==> src/rtl/cpu_pkg.sv <==
// Shared CPU definitions: datapath width, fetch FSM encoding and the reset-time
// instruction word.
package cpu_pkg;

    localparam int XLEN = 32;

    localparam logic [XLEN-1:0] NOP_INSTR = 32'h0000_0013;

    typedef enum logic [1:0] {
        IDLE = 2'd0,
        REQ  = 2'd1,
        HOLD = 2'd2,
        ERR  = 2'd3
    } fetch_state_t;

endpackage

==> src/rtl/pc_next.sv <==
// Next-PC selection: sequential PC+4 or branch target PC+ImmOp, both modulo 2^32,
// plus a flag for a target that is not word aligned.
module pc_next
    import cpu_pkg::*;
(
    input  logic [XLEN-1:0] PC,
    input  logic [XLEN-1:0] ImmOp,
    input  logic            PCsrc,
    output logic [XLEN-1:0] next_pc,
    output logic            misaligned
);

    logic [XLEN-1:0] w_offset;

    assign w_offset   = PCsrc ? ImmOp : XLEN'(4);
    assign next_pc    = PC + w_offset;
    assign misaligned = |next_pc[1:0];

endmodule

==> src/rtl/fetch_unit.sv <==
// Instruction fetch stage: one outstanding req/ack memory fetch, a registered
// instruction handed to decode over valid/ready, and PC update on acceptance.
module fetch_unit
    import cpu_pkg::*;
#(
    parameter logic [XLEN-1:0] RESET_PC = 32'h0000_0000
) (
    input  logic            clk,
    input  logic            rst,
    input  logic            PCsrc,
    input  logic [XLEN-1:0] ImmOp,
    output logic            imem_req,
    output logic [XLEN-1:0] imem_addr,
    input  logic            imem_ack,
    input  logic [XLEN-1:0] imem_rdata,
    output logic [XLEN-1:0] instr,
    output logic            instr_valid,
    input  logic            instr_ready,
    output logic [XLEN-1:0] PC,
    output logic            fetch_err
);

    fetch_state_t    r_state;
    fetch_state_t    w_state_next;
    logic [XLEN-1:0] r_pc;
    logic [XLEN-1:0] r_instr;
    logic [XLEN-1:0] w_next_pc;
    logic            w_misaligned;
    logic            w_accept;
    logic            w_capture;

    pc_next u_pc_next (
        .PC         (r_pc),
        .ImmOp      (ImmOp),
        .PCsrc      (PCsrc),
        .next_pc    (w_next_pc),
        .misaligned (w_misaligned)
    );

    assign w_capture = (r_state == REQ) && imem_ack;
    assign w_accept  = (r_state == HOLD) && instr_ready;

    // NOTE: state registers use non-blocking assignments so every flop samples
    // pre-edge values regardless of process ordering.
    always_ff @(posedge clk or posedge rst) begin
        if (rst) begin
            r_state <= IDLE;
        end else begin
            r_state <= w_state_next;
        end
    end

    always_comb begin
        // NOTE: default first so every path assigns w_state_next and no latch is inferred.
        w_state_next = r_state;
        case (r_state)
            IDLE: w_state_next = REQ;
            REQ:  if (imem_ack) w_state_next = HOLD;
            HOLD: if (instr_ready) w_state_next = w_misaligned ? ERR : REQ;
            ERR:  w_state_next = ERR;
            default: w_state_next = IDLE;
        endcase
    end

    // A misaligned target leaves the PC pointing at the offending instruction.
    always_ff @(posedge clk or posedge rst) begin
        if (rst) begin
            r_pc    <= RESET_PC;
            r_instr <= NOP_INSTR;
        end else begin
            if (w_capture) begin
                r_instr <= imem_rdata;
            end
            if (w_accept && !w_misaligned) begin
                r_pc <= w_next_pc;
            end
        end
    end

    // Handshake outputs decode from state only, so reset drops them asynchronously.
    assign imem_req    = (r_state == REQ);
    assign instr_valid = (r_state == HOLD);
    assign fetch_err   = (r_state == ERR);
    assign imem_addr   = r_pc;
    assign PC          = r_pc;
    assign instr       = r_instr;

endmodule

==> config.mk <==
export PLATFORM = sky130hd
export DESIGN_NAME = fetch_unit
export DESIGN_NICKNAME = d
export VERILOG_FILES = /design/src/rtl/cpu_pkg.sv /design/src/rtl/pc_next.sv /design/src/rtl/fetch_unit.sv
export SDC_FILE = /design/constraint.sdc
export NUM_CORES = 1
export LEC_CHECK = 0
export BUFFER_PORTS_ARGS = -buffer_cell sky130_fd_sc_hd__buf_2
export CORE_ASPECT_RATIO = 1.4
export CORE_UTILIZATION = 54
export CTS_CLUSTER_SIZE = 10
export DETAILED_ROUTE_END_ITERATION = 12
export PLACE_DENSITY = 0.87
export SYNTH_ARGS = -nofsm -noshare
export SYNTH_HDL_FRONTEND = slang
export SYNTH_SLANG_ARGS = --single-unit
==> constraint.sdc <==
create_clock -name clk -period 5.8 [get_ports clk]
set_input_delay 0.58 -clock clk [delete_from_list [all_inputs] [get_ports clk]]
set_output_delay 0.58 -clock clk [all_outputs]
set_load 0.01 [all_outputs]
==> Word-level counts from Yosys, hierarchy flattened <==
Index checks and enable logic that the tools add are counted.
{ "op_classes": {"addsub": 1, "eq_ne": 5, "mux": 5, "n_reduce_logical": 7} }
{ "ops": {"columns": ["operator", "n"], "rows": [
  ["32-bit adder", 1],
  ["32-bit 2-to-1 mux", 1],
  ["2-bit one-hot mux with 4 select lines", 1],
  ["2-bit 2-to-1 mux", 3],
  ["2-bit equality test, second input constant", 2],
  ["2-bit by 1-bit != test with 1-bit output, second input constant", 2],
  ["1-bit logical AND", 3],
  ["2-bit by 1-bit equality test with 1-bit output, second input constant", 1],
  ["2-bit zero test", 1],
  ["2-bit AND reduction", 1],
  ["2-bit OR reduction", 1],
  ["1-bit zero test", 1]
]} }
{ "word_totals": {"reg_bits": 66, "input_bits": 69, "output_inout_bits": 99, "wordCells": 21} }

==> Longest topological paths before layout <==
Gate-level depths: netlist of the first run.
{ "depth": {"depth_word": 6, "depth_mapped": 12, "mapped_depth_nobuf": 11} }

==> Cells and area by module <==
A second synthesis of the first run with hierarchy kept.
{ "hier_totals": {"hier_cells": 425, "area_unflattened_um2": 4633.2} }
{ "by_module_without_submodules": {"columns": ["module", "instances", "cells_each", "area_per_inst_um2", "seq_area_each_um2"], "rows": [
  ["fetch_unit", 1, 180, 2877.8, 1655.3],
  ["pc_next", 1, 245, 1755.4, 0.0]
]} }

==> Worst setup path after synthesis of the first run <==
No wires, ideal clock.
{ "synth_path": {"path_kind": "input-to-reg", "startpoint": "in PCsrc", "endpoint": "reg r_pc[30], in the netlist PC[30]", "setup_ps": 95, "arrival_time_ps": 3045, "required_time_ps": 5705, "path_slack_ps": 2660, "stages": 12, "n_path_buf": 1, "path_cell_list": "clkbuf_1 > and2_1 > ha_1 > fa_1 > a21o_1 > nor2b_1 > o311ai_4 > a21oi_2 > o31a_1 > and3_4 > o31a_1 > o31ai_1"} }
{ "synth_between": {"elab_chain_len": 5} }
{ "synth_lines": {"columns": ["element", "line_no", "text"], "rows": [
  ["from (decl)", "fetch_unit.sv:10", "input logic PCsrc,"],
  ["32-bit 2-to-1 mux (*)", "pc_next.sv:15", "assign w_offset = PCsrc ? ImmOp : XLEN'(4);"],
  ["32-bit adder (*)", "pc_next.sv:16", "assign next_pc = PC + w_offset;"],
  ["2-bit OR reduction", "pc_next.sv:17", "assign misaligned = |next_pc[1:0];"],
  ["1-bit zero test", "fetch_unit.sv:74", "if (w_accept && !w_misaligned) begin"],
  ["1-bit logical AND", "fetch_unit.sv:74", null],
  ["to (signal assigned)", "fetch_unit.sv:75", "r_pc <= w_next_pc;"],
  ["to (decl)", "fetch_unit.sv:25", "logic [XLEN-1:0] r_pc;"]
]} }
Mark *: on every way between the ends. The rest lies on a longest branch, timed or not.
A chain may end at the register's enable or synchronous reset.

==> Final worst setup path of the first run <==
Same ends and word-level chain as after synthesis.

==> results.md, run 1 <==
* Status: finished with violations
* Failing checks: design-rule violations
* Largest net degree at the start of global routing at 67
* Post-synth top flop: dfrtp_1
* Initial antenna violation count at 0
* Pwr dens at 458 nW/um2
* Internal at 1580 uW
* Placed Instance Area at 5160 um2
* Final hold viol count at 0
* Yosys warns at 0
* Critical Path AT at 3.49 ns
* DIE HEIGHT at 110 um
* Final setup vio count at 0
* Die area at 8720 um2
* Area contributors post-synth: dfrtp_1 35%, ha_1 8.9%, mux2_2 8.3%
* Tcrit/Tclk final at 0.562
* Flops & latches, synth at 66
* HP Class: in -> reg
* Crit path launch type: primary input
* Detailed Place HPWL at 8.05 mm
* Top cell type's share of synthesized area at 0.350
* Mapped Cells at 473
* Max-slew violation count at 0
* Drt total wl at 10.8 mm
* Via density at 5.50
* Syn_area_per_cell at 9.52 um2
* Port bufs at 167
* Vias at 3,908
* Clock Tree Root: clkbuf_16
* Combinational Power Share at 0.438
* Clock Latency Late Sink at 0.33 ns
* Register area share after synthesis at 0.368
* Clock Sinks at 66
* N_diodes at 0
* NetSw at 942 uW
* Final Cell Area at 5500 um2
* Post-CTS Hold Fix Bufs at 0
* WL/cell at 15.2 um
* Drt first pass iters at 8
* Nets at 705
* First-pass GRT wire length at 16.9 mm
* Worst-path fanout max at 33
* Min cycle time layout at 3.26 ns
* Synthesized cell area at 4500 um2
* Syn Nets at 575
* # Post-CTS Setup Buffers at 0
* Switching share of total power at 0.374
* DP Cell Count at 694
* Number of global-route vias before repair at 3,811
* Clock slew at reported path FFs at 0.05 ns
* CTS Buf Count at 9
* Share of cells above drive strength 1 at 0.390
* IO Pins at 168
* First DRT Iteration DRCs at 180
* Total track usage at 0.250
* Post-route insts no fill at 710
* Setup TNS Final at 0 ns
* Worst Path Class, Setup: in -> reg
* Die width at 79.2 um
* CTS max path bufs at 2
* Worst endpoint required time at 6.03 ns
* Max frequency at 307 MHz
* Register area at 1660 um2
* Cell leakage power at 0.00289 uW
* CTS tree: done
* Fillcell total at 612
* # DRC at 2
* Slew HR at 0.135
* Multi-input logic area at 2490 um2
* Number of synthesized flops with an enable pin at 0
* Setup crit end kind: flop
* GRT Residual Overflow at 0
* H-tree levels at 3
* Clk_skew at 0.00657 ns
* Area grow syn2layout at 22.1%
* Ys async rst share at 1.00
* Initial Util at 0.556
* Yosys cell types at 54
* Worst-margin pin slew at 1.29 ns
* Max Cap Viol at 0
* Final core utilization at 0.679
* Worst vdd ir at 0.272 mV
* Area leader, netlist: dfrtp_1
* Post-Place Worst Slack at 2.21 ns
* Clk pwr share at 0.245
* Core area at 8100 um2
* Min setup slack post-route at 2.54 ns
* RSZ-0062 raised after global routing: no
* CTS resizes at 0
* GP Congestion at 0.890
* Antenna Nets Post-Route at 0
* Placement row count at 39
* Flop pwr share at 0.318
flip-flops by register name, summed over array words and instances, names as in the netlist:
signal / count
instr: 32
r_state: 2
PC: 32
per-layer routing:
layer	vias to the layer above	routed length (um)	global-route usage
met2	161	5650	0.469
met1	1827	4160	0.261
met4	0	297	0.140
li1	1892	-	-
met3	28	674	0.0444
met5	-	0	0
power by group through the flow:
stage | combinational [uW] | clock, uW | sequential [uW]
floorplan | 714 | 0 | 884
global placement | 1060 | 0 | 789
global route | 1210 | 646 | 827
CTS | 1100 | 626 | 801
finish | 1100 | 617 | 800
detailed placement | 1100 | 0 | 807
cells in the mapped netlist (all sizes together), types with 3 or more instances:
cell type  count
xnor2         14
clkbuf        11
nor2b          3
o211ai         3
buf           39
and2          34
o31a           3
xor2          12
nand2         53
nand4          4
mux2          33
nand3          9
inv           10
dfrtp         63
a21oi         33
nor3           4
nor2          18
ha            32
o21bai         7
a31oi          5
a21o          12
o21ai         37
o31ai          3
o21a           3
and3           3
dfstp          3
per-stage QoR:
| stage | hold slack, ns | power [uW] |
|---|---|---|
| CTS | 0.480 | 2530 |
| floorplan | 0.481 | 1600 |
| detailed placement | 0.489 | 1900 |
| finish | 0.484 | 2520 |
| global placement | 0.481 | 1850 |
| global route | 0.484 | 2690 |
kinds of logic after synthesis:
group,share of synthesized area
adders and majority gates,0.0933
DFF,0.368
AOI/OAI and AO/OA,0.179
xor gates and xnor gates,0.0506
muxes,0.0825
and+or+nand+nor,0.146
buffers and inverters,0.0806
cell usage in the layout (no fill, tap or decap), drive strengths merged, types with 4 or more instances in the layout:
master	count
buf	169
dfrtp	63
nand2	53
o21ai	37
and2	34
mux2	33
a21oi	33
ha	32
nor2	18
xnor2	14
a21o	12
xor2	12
clkbuf	11
inv	10
nand3	9
o21bai	7
a31oi	5
nor3	4
nand4	4
path summary, 6_finish.rpt:
path | depth (start not counted) | slack [ns] | start | end
min in group asynchronous | 3 | 0.50 | rst | instr[29]$_DFFE_PP0P_
setup reg to reg | 10 | 2.82 | PC[0]$_DFFE_PP0P_ | PC[30]$_DFFE_PP0P_
setup / recovery | 12 | 2.54 | PCsrc | PC[30]$_DFFE_PP0P_
hold reg to reg | 1 | 0.50 | instr[7]$_DFFE_PP0P_ | instr[7]$_DFFE_PP0P_
max in group asynchronous | 3 | 4.74 | rst | PC[13]$_DFFE_PP0P_
hold / removal | 2 | 0.48 | imem_rdata[14] | instr[14]$_DFFE_PP0P_
final cells by class:
type,instances,share of cell area
sequential,66,0.301
clock inverter,5,0.0187
multi-input combinational,347,0.453
inverter,10,0.00683
timing repair buffer,169,0.155
tap,102,0.0232
clock buffer,11,0.0423
critical path: stages:
cell	delay (ns)
buf_2	0.27
and2_1	0.22
ha_1	0.21
fa_1	0.41
a21o_1	0.21
nor2b_1	0.16
o311ai_4	0.28
a21oi_2	0.11
o31a_1	0.34
and3_4	0.20
o31a_1	0.27
o31ai_1	0.22
Note: power is estimated with default switching activity, not from simulation.
==> run 2: changes to the inputs <==
- CORE_UTILIZATION: 54 -> 45
- PLACE_DENSITY: 0.87 -> 0.77
- clock period: 5.8 -> 2.7 ns (I/O delays scaled with it)
==> run 2 against run 1 <==
Against the previous run: the run now ends clean; combinational power up 140%; final area up 9.4%; power increased by 120%; clock-buffer cell count unchanged; non-clock buffer count up 53; first-iteration DRC count fell by 49%; sequential cell count is the same; clock skew rose by 0.0024 ns; routed wire length is 8.1% higher; largest power group unchanged.
==> results.md, run 2 (synthesis results as in run 1) <==
* Max Cap Viol at 0 (unchanged)
* Share of cells above drive strength 1 at 0.454 (+0.0641)
* Clk_skew at 0.00896 ns (+0.00239 ns)
* Max frequency at 376 MHz
* Nets at 758 (+7.5%)
* Die area at 10,400 um2 (+20%)
* Crit path launch type: flop
* Port bufs at 167 (unchanged)
* CTS Buf Count at 9 (unchanged)
* N_diodes at 0 (unchanged)
* Setup crit end kind: flop
* Drt first pass iters at 4 (-4)
* WL/cell at 14.7 um (-3.2%)
* Tcrit/Tclk final at 0.986
* DIE HEIGHT at 120 um (+9.4%)
* Final hold viol count at 0 (unchanged)
* Setup TNS Final at 0 ns (unchanged)
* H-tree levels at 3 (unchanged)
* # DRC at 0 (-2)
* IO Pins at 168 (unchanged)
* Min cycle time layout at 2.66 ns
* Slew HR at 0.572 (+0.436)
* Final setup vio count at 0 (unchanged)
* CTS tree: done
* Worst Path Class, Setup: reg -> reg
* Worst-margin pin slew at 0.641 ns (-0.652 ns)
* Max-slew violation count at 0 (unchanged)
* Vias at 4,061 (+3.9%)
* Initial antenna violation count at 0 (unchanged)
* R2r setup slk at 0.04 ns (-2.78 ns)
* Core area at 9560 um2 (+18%)
* Post-CTS Hold Fix Bufs at 0 (unchanged)
* Post-route insts no fill at 793 (+12%)
* Placed Instance Area at 5620 um2 (+8.8%)
* Total track usage at 0.224 (-0.0263)
* Clock Latency Late Sink at 0.33 ns (about the same)
* Placement row count at 42 (+7.7%)
* Most frequent cells in the layout: 167 x buf_2, 63 x dfrtp_1, 53 x nand2_1
* Worst endpoint required time at 2.93 ns (-3.10 ns)
* Die width at 86.6 um (+9.3%)
* Via density at 5.12 (-7.0%)
* DP Cell Count at 773 (+11%)
* Final Cell Area at 6020 um2 (+9.4%)
* Initial Util at 0.471 (-0.0851)
* Pwr dens at 924 nW/um2 (+100%)
* CTS max path bufs at 2 (unchanged)
* Worst vdd ir at 0.408 mV (+50%)
* RSZ-0062 raised after global routing: yes
* First-pass GRT wire length at 18.2 mm (+7.9%)
* First DRT Iteration DRCs at 91 (-49%)
* GP Congestion at 0.865 (-2.8%)
* Drt total wl at 11.7 mm (+8.1%)
* Antenna Nets Post-Route at 0 (unchanged)
* Largest net degree at the start of global routing at 58 (-13%)
* Clock Sinks at 66 (unchanged)
* Clock Tree Root: clkbuf_16
* Detailed Place HPWL at 9.15 mm (+14%)
* Area grow syn2layout at 33.6%
* Worst-path fanout max at 2 (-94%)
* Cell leakage power at 0.00315 uW (+9.0%)
* HP Class: in -> async
* Clock slew at reported path FFs at 0.06 ns (about the same)
* Critical Path AT at 2.89 ns (-0.60 ns)
* GRT Residual Overflow at 0 (unchanged)
* Commonest non-fill, non-tap cell in the layout: buf_2
* Status: finished clean
* Number of global-route vias before repair at 4,030 (+5.7%)
-- run 2: cell types whose count changed in the layout (fill, tap and decap cells not counted), sizes merged --
cell	previous run	this run
buf	169	222
bufinv	3	1
clkinv	1	2
clkinvlp	1	2
-- run 2: cell type report --
class,count,area [um2]
clock buffer,11,233
sequential,66,1660
inverter,10,37.5
multi-input combinational,347,2590
timing repair buffer,222,1280
tap,132,165
clock inverter,5,55.1
fill,848,3550
-- run 2: power breakdown --
part | internal (uW) | switching, uW
Clock | 711 | 431
Combinational | 1310 | 1380
Sequential | 1420 | 305
Total | 3440 | 2120
-- run 2: path summary, 6_finish.rpt --
| check | from | to | cells after the start |
|---|---|---|---|
| setup / recovery | PC[0]$_DFFE_PP0P_ | PC[30]$_DFFE_PP0P_ | 10 |
| hold / removal | rst | PC[22]$_DFFE_PP0P_ | 2 |
| setup reg to reg | PC[0]$_DFFE_PP0P_ | PC[30]$_DFFE_PP0P_ | 10 |
| hold reg to reg | instr[12]$_DFFE_PP0P_ | instr[12]$_DFFE_PP0P_ | 1 |
| max in group asynchronous | rst | instr[0]$_DFFE_PP1P_ | 3 |
| min in group clk | imem_rdata[19] | instr[19]$_DFFE_PP0P_ | 2 |
-- run 2: per-stage QoR --
step           total power [uW]  setup WS [ns]   util  hold WS (ns)
3_3_place_gp               4280         -0.150  0.587         0.399
3_5_place_dp               4370         -0.236  0.587         0.403
4_1_cts                    5540         0.0102  0.619        0.0488
6_report                   5560         0.0386  0.629        0.0246
5_1_grt                    5940         -0.117  0.629        0.0695
2_1_floorplan              3440        -0.0212      -         0.401
-- run 2: what timing repair did --
action,4_1_cts,5_1_grt
endpoints found under the setup margin,1,8
gates resized for setup,0,14
buffers inserted,2,2
pin swaps,3,3
-- run 2: critical path, stage by stage (launching register included) --
cell and delay [ns]:
dfrtp_1 0.41, ha_4 0.18, fa_2 0.35, a21o_1 0.18, nor2b_4 0.14, o311ai_4 0.26, a21oi_2 0.11, o31a_1 0.31
and3_4 0.18, o31a_1 0.24, o31ai_1 0.20
-- run 2: metal layers --
layer  global-route usage  wire length, um
met2                0.439             6460
met3               0.0403              564
met5                    0                0
met4               0.0771              278
met1                0.231             4360
